$ cat src/rtl/xillybus_mem8_pkg.sv
// Shared constants for the 8-bit Xillybus register window: address map, ID bytes
// and CTRL/STAT bit positions.
package xillybus_mem8_pkg;

  localparam logic [4:0] AddrId0     = 5'h00;
  localparam logic [4:0] AddrId1     = 5'h01;
  localparam logic [4:0] AddrId2     = 5'h02;
  localparam logic [4:0] AddrId3     = 5'h03;
  localparam logic [4:0] AddrLed     = 5'h04;
  localparam logic [4:0] AddrCtrl    = 5'h05;
  localparam logic [4:0] AddrStat    = 5'h06;
  localparam logic [4:0] AddrScratch = 5'h07;
  localparam logic [4:0] AddrW128B0  = 5'h08;
  localparam logic [4:0] AddrW128B1  = 5'h09;
  localparam logic [4:0] AddrW128B2  = 5'h0A;
  localparam logic [4:0] AddrW128B3  = 5'h0B;
  localparam logic [4:0] AddrR128B0  = 5'h0C;
  localparam logic [4:0] AddrR128B1  = 5'h0D;
  localparam logic [4:0] AddrR128B2  = 5'h0E;
  localparam logic [4:0] AddrR128B3  = 5'h0F;

  localparam logic [7:0] IdByte0 = 8'h58;
  localparam logic [7:0] IdByte1 = 8'h42;
  localparam logic [7:0] IdByte2 = 8'h31;
  localparam logic [7:0] IdByte3 = 8'h32;

  localparam int unsigned CtrlSoftRstBit = 0;
  localparam int unsigned CtrlFreezeBit  = 1;
  localparam int unsigned StatWOvfBit    = 0;
  localparam int unsigned StatRUnfBit    = 1;

  function automatic logic [7:0] id_byte(input logic [1:0] idx);
    logic [7:0] b;
    unique case (idx)
      2'd0:    b = IdByte0;
      2'd1:    b = IdByte1;
      2'd2:    b = IdByte2;
      default: b = IdByte3;
    endcase
    return b;
  endfunction

endpackage

$ cat src/rtl/xillybus_mem8_snapcnt.sv
// 32-bit event counter with a 24-bit shadow of the upper bytes, captured when the
// low byte is read so a multi-byte read sees one coherent value.
module xillybus_mem8_snapcnt (
  input  logic        clk_i,
  input  logic        rst_ni,
  input  logic        inc_i,
  input  logic        freeze_i,
  input  logic        clr_i,
  input  logic        snap_i,
  output logic [7:0]  count_lo_o,
  output logic [23:0] shadow_o
);

  logic [31:0] count_q, count_d;
  logic [23:0] shadow_q;

  // Clear wins over a coincident increment.
  always_comb begin
    count_d = count_q;
    if (clr_i) begin
      count_d = '0;
    end else if (inc_i && !freeze_i) begin
      count_d = count_q + 32'd1;
    end
  end

  always_ff @(posedge clk_i or negedge rst_ni) begin
    if (!rst_ni) begin
      count_q  <= '0;
      shadow_q <= '0;
    end else begin
      count_q <= count_d;
      if (snap_i) begin
        shadow_q <= count_q[31:8];
      end
    end
  end

  assign count_lo_o = count_q[7:0];
  assign shadow_o   = shadow_q;

endmodule

$ cat src/rtl/xillybus_mem8_regs.sv
// Byte-wide register file behind the Xillybus mem_8 interface: ID, LED, control,
// sticky status, two snapshot counters and a 16-byte scratch RAM.
module xillybus_mem8_regs
  import xillybus_mem8_pkg::*;
(
  input  logic       bus_clk,
  input  logic       trn_reset_n,
  input  logic [4:0] user_mem_8_addr,
  input  logic       user_mem_8_addr_update,
  input  logic       user_r_mem_8_rden,
  input  logic       user_r_mem_8_open,
  output logic [7:0] user_r_mem_8_data,
  output logic       user_r_mem_8_empty,
  output logic       user_r_mem_8_eof,
  input  logic       user_w_mem_8_wren,
  input  logic [7:0] user_w_mem_8_data,
  input  logic       user_w_mem_8_open,
  output logic       user_w_mem_8_full,
  input  logic       w128_wren,
  input  logic       w128_full,
  input  logic       r128_rden,
  input  logic       r128_empty,
  output logic [3:0] GPIO_LED,
  output logic       soft_rst
);

  logic [3:0]  led_q, led_d;
  logic        freeze_q, freeze_d;
  logic [1:0]  stat_q, stat_d, stat_set, stat_clr;
  logic [7:0]  scratch_q, scratch_d;
  logic        soft_rst_q, soft_rst_d;
  logic [7:0]  rdata_q, rdata_d, reg_rd;
  logic        sel_ram_q;
  logic [7:0]  ram [16];
  logic [7:0]  ram_rdata_q;
  logic [7:0]  w_lo, r_lo;
  logic [23:0] w_sh, r_sh;
  logic        is_ram, wr_en, rd_en;
  logic        unused_inputs;

  assign unused_inputs = ^{user_mem_8_addr_update, user_r_mem_8_open, user_w_mem_8_open};

  assign is_ram = user_mem_8_addr[4];
  assign wr_en  = user_w_mem_8_wren;
  assign rd_en  = user_r_mem_8_rden;

  xillybus_mem8_snapcnt u_w128 (
    .clk_i      (bus_clk),
    .rst_ni     (trn_reset_n),
    .inc_i      (w128_wren),
    .freeze_i   (freeze_q),
    .clr_i      (wr_en && (user_mem_8_addr == AddrW128B0)),
    .snap_i     (rd_en && (user_mem_8_addr == AddrW128B0)),
    .count_lo_o (w_lo),
    .shadow_o   (w_sh)
  );

  xillybus_mem8_snapcnt u_r128 (
    .clk_i      (bus_clk),
    .rst_ni     (trn_reset_n),
    .inc_i      (r128_rden),
    .freeze_i   (freeze_q),
    .clr_i      (wr_en && (user_mem_8_addr == AddrR128B0)),
    .snap_i     (rd_en && (user_mem_8_addr == AddrR128B0)),
    .count_lo_o (r_lo),
    .shadow_o   (r_sh)
  );

  // Register read mux; always sees pre-write state of the current cycle.
  always_comb begin
    reg_rd = 8'h00;
    case (user_mem_8_addr)
      AddrId0, AddrId1, AddrId2, AddrId3: reg_rd = id_byte(user_mem_8_addr[1:0]);
      AddrLed:     reg_rd = {4'h0, led_q};
      AddrCtrl:    reg_rd[CtrlFreezeBit] = freeze_q;
      AddrStat:    reg_rd = {6'b0, stat_q};
      AddrScratch: reg_rd = scratch_q;
      AddrW128B0:  reg_rd = w_lo;
      AddrW128B1:  reg_rd = w_sh[7:0];
      AddrW128B2:  reg_rd = w_sh[15:8];
      AddrW128B3:  reg_rd = w_sh[23:16];
      AddrR128B0:  reg_rd = r_lo;
      AddrR128B1:  reg_rd = r_sh[7:0];
      AddrR128B2:  reg_rd = r_sh[15:8];
      AddrR128B3:  reg_rd = r_sh[23:16];
      default:     reg_rd = 8'h00;
    endcase
  end

  always_comb begin
    led_d      = led_q;
    freeze_d   = freeze_q;
    scratch_d  = scratch_q;
    soft_rst_d = 1'b0;
    rdata_d    = rdata_q;
    stat_clr   = 2'b00;
    stat_set   = 2'b00;
    stat_set[StatWOvfBit] = w128_wren && w128_full;
    stat_set[StatRUnfBit] = r128_rden && r128_empty;
    if (rd_en && !is_ram) begin
      rdata_d = reg_rd;
    end
    if (wr_en) begin
      case (user_mem_8_addr)
        AddrLed:     led_d = user_w_mem_8_data[3:0];
        AddrCtrl: begin
          freeze_d   = user_w_mem_8_data[CtrlFreezeBit];
          soft_rst_d = user_w_mem_8_data[CtrlSoftRstBit];
        end
        AddrStat:    stat_clr = user_w_mem_8_data[1:0];
        AddrScratch: scratch_d = user_w_mem_8_data;
        default: ;
      endcase
    end
    // A new event in the same cycle as its W1C keeps the bit set.
    stat_d = (stat_q & ~stat_clr) | stat_set;
  end

  always_ff @(posedge bus_clk or negedge trn_reset_n) begin
    if (!trn_reset_n) begin
      led_q      <= '0;
      freeze_q   <= 1'b0;
      stat_q     <= '0;
      scratch_q  <= '0;
      soft_rst_q <= 1'b0;
      rdata_q    <= '0;
      sel_ram_q  <= 1'b0;
    end else begin
      led_q      <= led_d;
      freeze_q   <= freeze_d;
      stat_q     <= stat_d;
      scratch_q  <= scratch_d;
      soft_rst_q <= soft_rst_d;
      rdata_q    <= rdata_d;
      if (rd_en) begin
        sel_ram_q <= is_ram;
      end
    end
  end

  // Scratch RAM: no reset so it maps onto distributed RAM with a registered read.
  always_ff @(posedge bus_clk) begin
    if (wr_en && is_ram) begin
      ram[user_mem_8_addr[3:0]] <= user_w_mem_8_data;
    end
    if (rd_en && is_ram) begin
      ram_rdata_q <= ram[user_mem_8_addr[3:0]];
    end
  end

  assign user_r_mem_8_data  = sel_ram_q ? ram_rdata_q : rdata_q;
  assign user_r_mem_8_empty = 1'b0;
  assign user_r_mem_8_eof   = 1'b0;
  assign user_w_mem_8_full  = 1'b0;
  assign GPIO_LED           = led_q;
  assign soft_rst           = soft_rst_q;

endmodule

$ cat config.mk
export PLATFORM = sky130hd
export DESIGN_NAME = xillybus_mem8_regs
export DESIGN_NICKNAME = d
export VERILOG_FILES = /design/src/rtl/xillybus_mem8_pkg.sv /design/src/rtl/xillybus_mem8_snapcnt.sv /design/src/rtl/xillybus_mem8_regs.sv
export SDC_FILE = /design/constraint.sdc
export NUM_CORES = 1
export LEC_CHECK = 0
export BUFFER_PORTS_ARGS = -buffer_cell sky130_fd_sc_hd__buf_2
export CAP_MARGIN = 30
export CORE_MARGIN = 2
export CORE_UTILIZATION = 58
export DETAILED_ROUTE_END_ITERATION = 8
export PLACE_DENSITY = 0.8
export SYNTH_ARGS = -nofsm -noshare
export SYNTH_HDL_FRONTEND = slang
export SYNTH_SLANG_ARGS = --single-unit
$ cat constraint.sdc
create_clock -name bus_clk -period 3 [get_ports bus_clk]
set_input_delay 0.45 -clock bus_clk [delete_from_list [all_inputs] [get_ports bus_clk]]
set_output_delay 0.45 -clock bus_clk [all_outputs]
set_load 0.02 [all_outputs]
==> impl_metrics.ini <==
[worst_setup_path]
path_max_fanout = 6
crit_path_start_kind = register
critical_path_required_ps = 3420
path_class = reg -> reg
crit_path_end_kind = register
cp.arrival_ps = 2620

[clock_tree]
cts_buffer_depth = 3
tritoncts = built
cts_made_buffers = 28
cts_resized = 0
cts.sink_count = 273
cts-root-buf = clkbuf_16
clk_latency_ps = 550
h-tree-depth = 1
cts_hold_buf = 1
cts_setup_buffers = 0
clk_pin_slew_ps = 60

[global_route]
grt_max_degree = 76
grt_use_met1 = 0.3647
grtUsageTotal = 0.2623
met3_usage = 0.03580
use_met2 = 0.4372
grt_overflow_total = 0
grt_busiest_layer = met2
antenna_found_initial = 1
grt_pass1_wl_um = 43500
grt_pass1_vias = 7508

[run_status]
run_status = completed

[placement]
place_congestion = 0.9292
hpwlAfterDp_um = 18060
numPortBuffers = 33
dpl_cell_area_mm2 = 0.01259

[logic_synthesis]
synthArstFlopShare = 0.5018
synthSimpleGateAreaFrac = 0.1177
synth-xor-area-share = 0.04253
synthFlopType = dfrtp_1
synthMuxAreaShare = 0.1528
synth_edf_count = 136
synth_compound_area_frac = 0.03666
avgSynthCellArea_um2 = 14.30
ys_seq_area_frac = 0.6290
synth_top_family_by_area = multiplexers
synth_seq_cells = 273
synth_adder_area_share = 0.002095
syn_inst = 835
synthesis.area_mm2 = 0.01194
synthDistinctLibCells = 62
ys_warn_count = 0

[timing]
finalCriticalPeriod_ps = 2208
rsz0062_at_grt = false
slew_headroom = 0.4005
setup_tns_ps = 0
max_freq_ghz = 0.4530
fin_skew_ps = 14.40
fin_crit_sh = 0.7359
tightestPinTransition_ps = 891.9
finalHoldViolCount = 0
drv_slew = 0
setup_viol = 0

[routing]
vias = 7439
dr.pass1.iters = 5
wl_um = 28000
detail-route-antenna-nets = 0
drt-initial-drc-count = 868
wire_per_inst_um = 23.65
drcViolationCount = 0
via_per_inst = 6.283

[die]
die_w_um = 147.5
die_height_um = 147.5
ios = 40
num_rows = 52
start_util = 0.5903
die_area_mm2 = 0.02176
core_mm2 = 0.02023

[final_layout]
drive_gt1_frac = 0.2705
nets = 917
post-route-util = 0.6725
fin_area_mm2 = 0.01361
area_growth_pct = 13.93

[power_and_ir_drop]
peakVddDrop_uv = 659.6
power_density_mw_per_mm2 = 629.9
leakage_nw = 5.431

[flow_run]
cap_viol_max_count = 0

[hold_path]
holdCritPathClass = in -> reg
layer usage:
metal  vias to the layer above  wire, um
met1                      3790     11270
met3                        66      1927
met4                         0       854
met5                         -         0
li1                       3249         -
met2                       334     13950
where the power goes:
part / total, W / internal (W) / switching (W)
clock network: 0.00365 / 0.00223 / 0.00142
logic: 0.000658 / 0.000283 / 0.000375
registers: 0.00426 / 0.00409 / 0.000175
cells by family after synthesis:
logic type                 Yosys count
and+or+nand+nor                    269
AOI/OAI and AO/OA                   60
buffers and inverters               50
other                                1
xor gates and xnor gates            58
muxes                              122
DFF                                273
adders and majority gates            2
sequential cells by signal, indices dropped and copies added (netlist names), 2 cells and up:
signal	flops
u_w128.shadow_o	24
stat_q	2
rdata_q	8
ram_rdata_q	8
scratch_q	8
u_r128.count_q	32
ram	128
GPIO_LED	4
u_w128.count_q	32
u_r128.shadow_o	24
final timing paths:
kind	startpoint	end	slack (ps)	cells after the start
max in group asynchronous	trn_reset_n	u_w128.shadow_o[17]	1770	3
max reg2reg	u_w128.count_q[0]	u_w128.count_q[24]	790	6
min reg2reg	u_w128.shadow_o[8]	u_w128.shadow_o[8]	510	2
max	u_w128.count_q[0]	u_w128.count_q[24]	790	6
min in group asynchronous	trn_reset_n	u_w128.shadow_o[10]	510	2
min	r128_empty	stat_q[1]	150	2
cell usage in the layout, fill, tap and decap left out, types with 21 or more instances in the layout:
cell type  synthesis  final
buf_2             18     32
buf_4              4     32
clkbuf_16          0     30
dfrtp_1          137    137
edfxtp_1         136    136
mux2_2            73     73
mux4_2            41     41
nand2_1           43     43
nand3_1           31     31
nand4_1           23     23
nor2_1            87     87
xnor2_1           21     21
xor2_1            37     37
critical path, cell delays in order, from the launching register on:
cell      delay (ps)
dfrtp_1          470
ha_1             210
nand3b_1         190
nor4_2           700
nand4_1          240
xor2_1           210
nor2_1            60
area by class of cell:
cell class | instances | area (um2)
multi-input combinational | 514 | 4220
timing repair buffer | 71 | 521.8
sequential | 273 | 7512
clock buffer | 44 | 855.8
antenna | 1 | 2.502
tap | 270 | 337.8
inverter | 3 | 11.26
clock inverter | 8 | 146.4
fill | 1359 | 6626
through the flow:
stage	worst slack [ps]	hold WS [ps]	std cells	total power (W)
after floorplan	763.2	154.4	837	0.004699
after global placement	657.3	468.4	1130	0.004956
after detailed placement	646.4	490.4	1130	0.004983
after CTS	778.5	130.1	1183	0.008615
after global routing	632.9	139.4	1184	0.008850
final	792.3	145.5	1184	0.008572
Yosys cell counts (4+ instances only):
library cell,instances,share of area
dfrtp_1,137,0.29
edfxtp_1,136,0.34
nor2_1,87,0.027
mux2_2,73,0.069
nand2_1,43,0.014
mux4_2,41,0.077
xor2_1,37,0.027
nand3_1,31,0.013
nand4_1,23,0.012
xnor2_1,21,0.015
buf_2,18,0.0075
clkbuf_1,18,0.0057
and3_1,14,0.0073
a32oi_1,11,0.0081
o21ai_0,10,0.0042
nor3_1,9,0.0038
a21oi_1,8,0.0034
mux2i_1,8,0.0067
and2_1,7,0.0037
buf_1,7,0.0022
nand2b_1,7,0.0037
nor4_1,7,0.0037
nor2b_1,6,0.0031
a221oi_1,5,0.0037
a22oi_1,5,0.0031
buf_4,4,0.0025
nand3b_1,4,0.0025
nor4_2,4,0.0042
No activity file was read; power rests on OpenSTA's default activity.
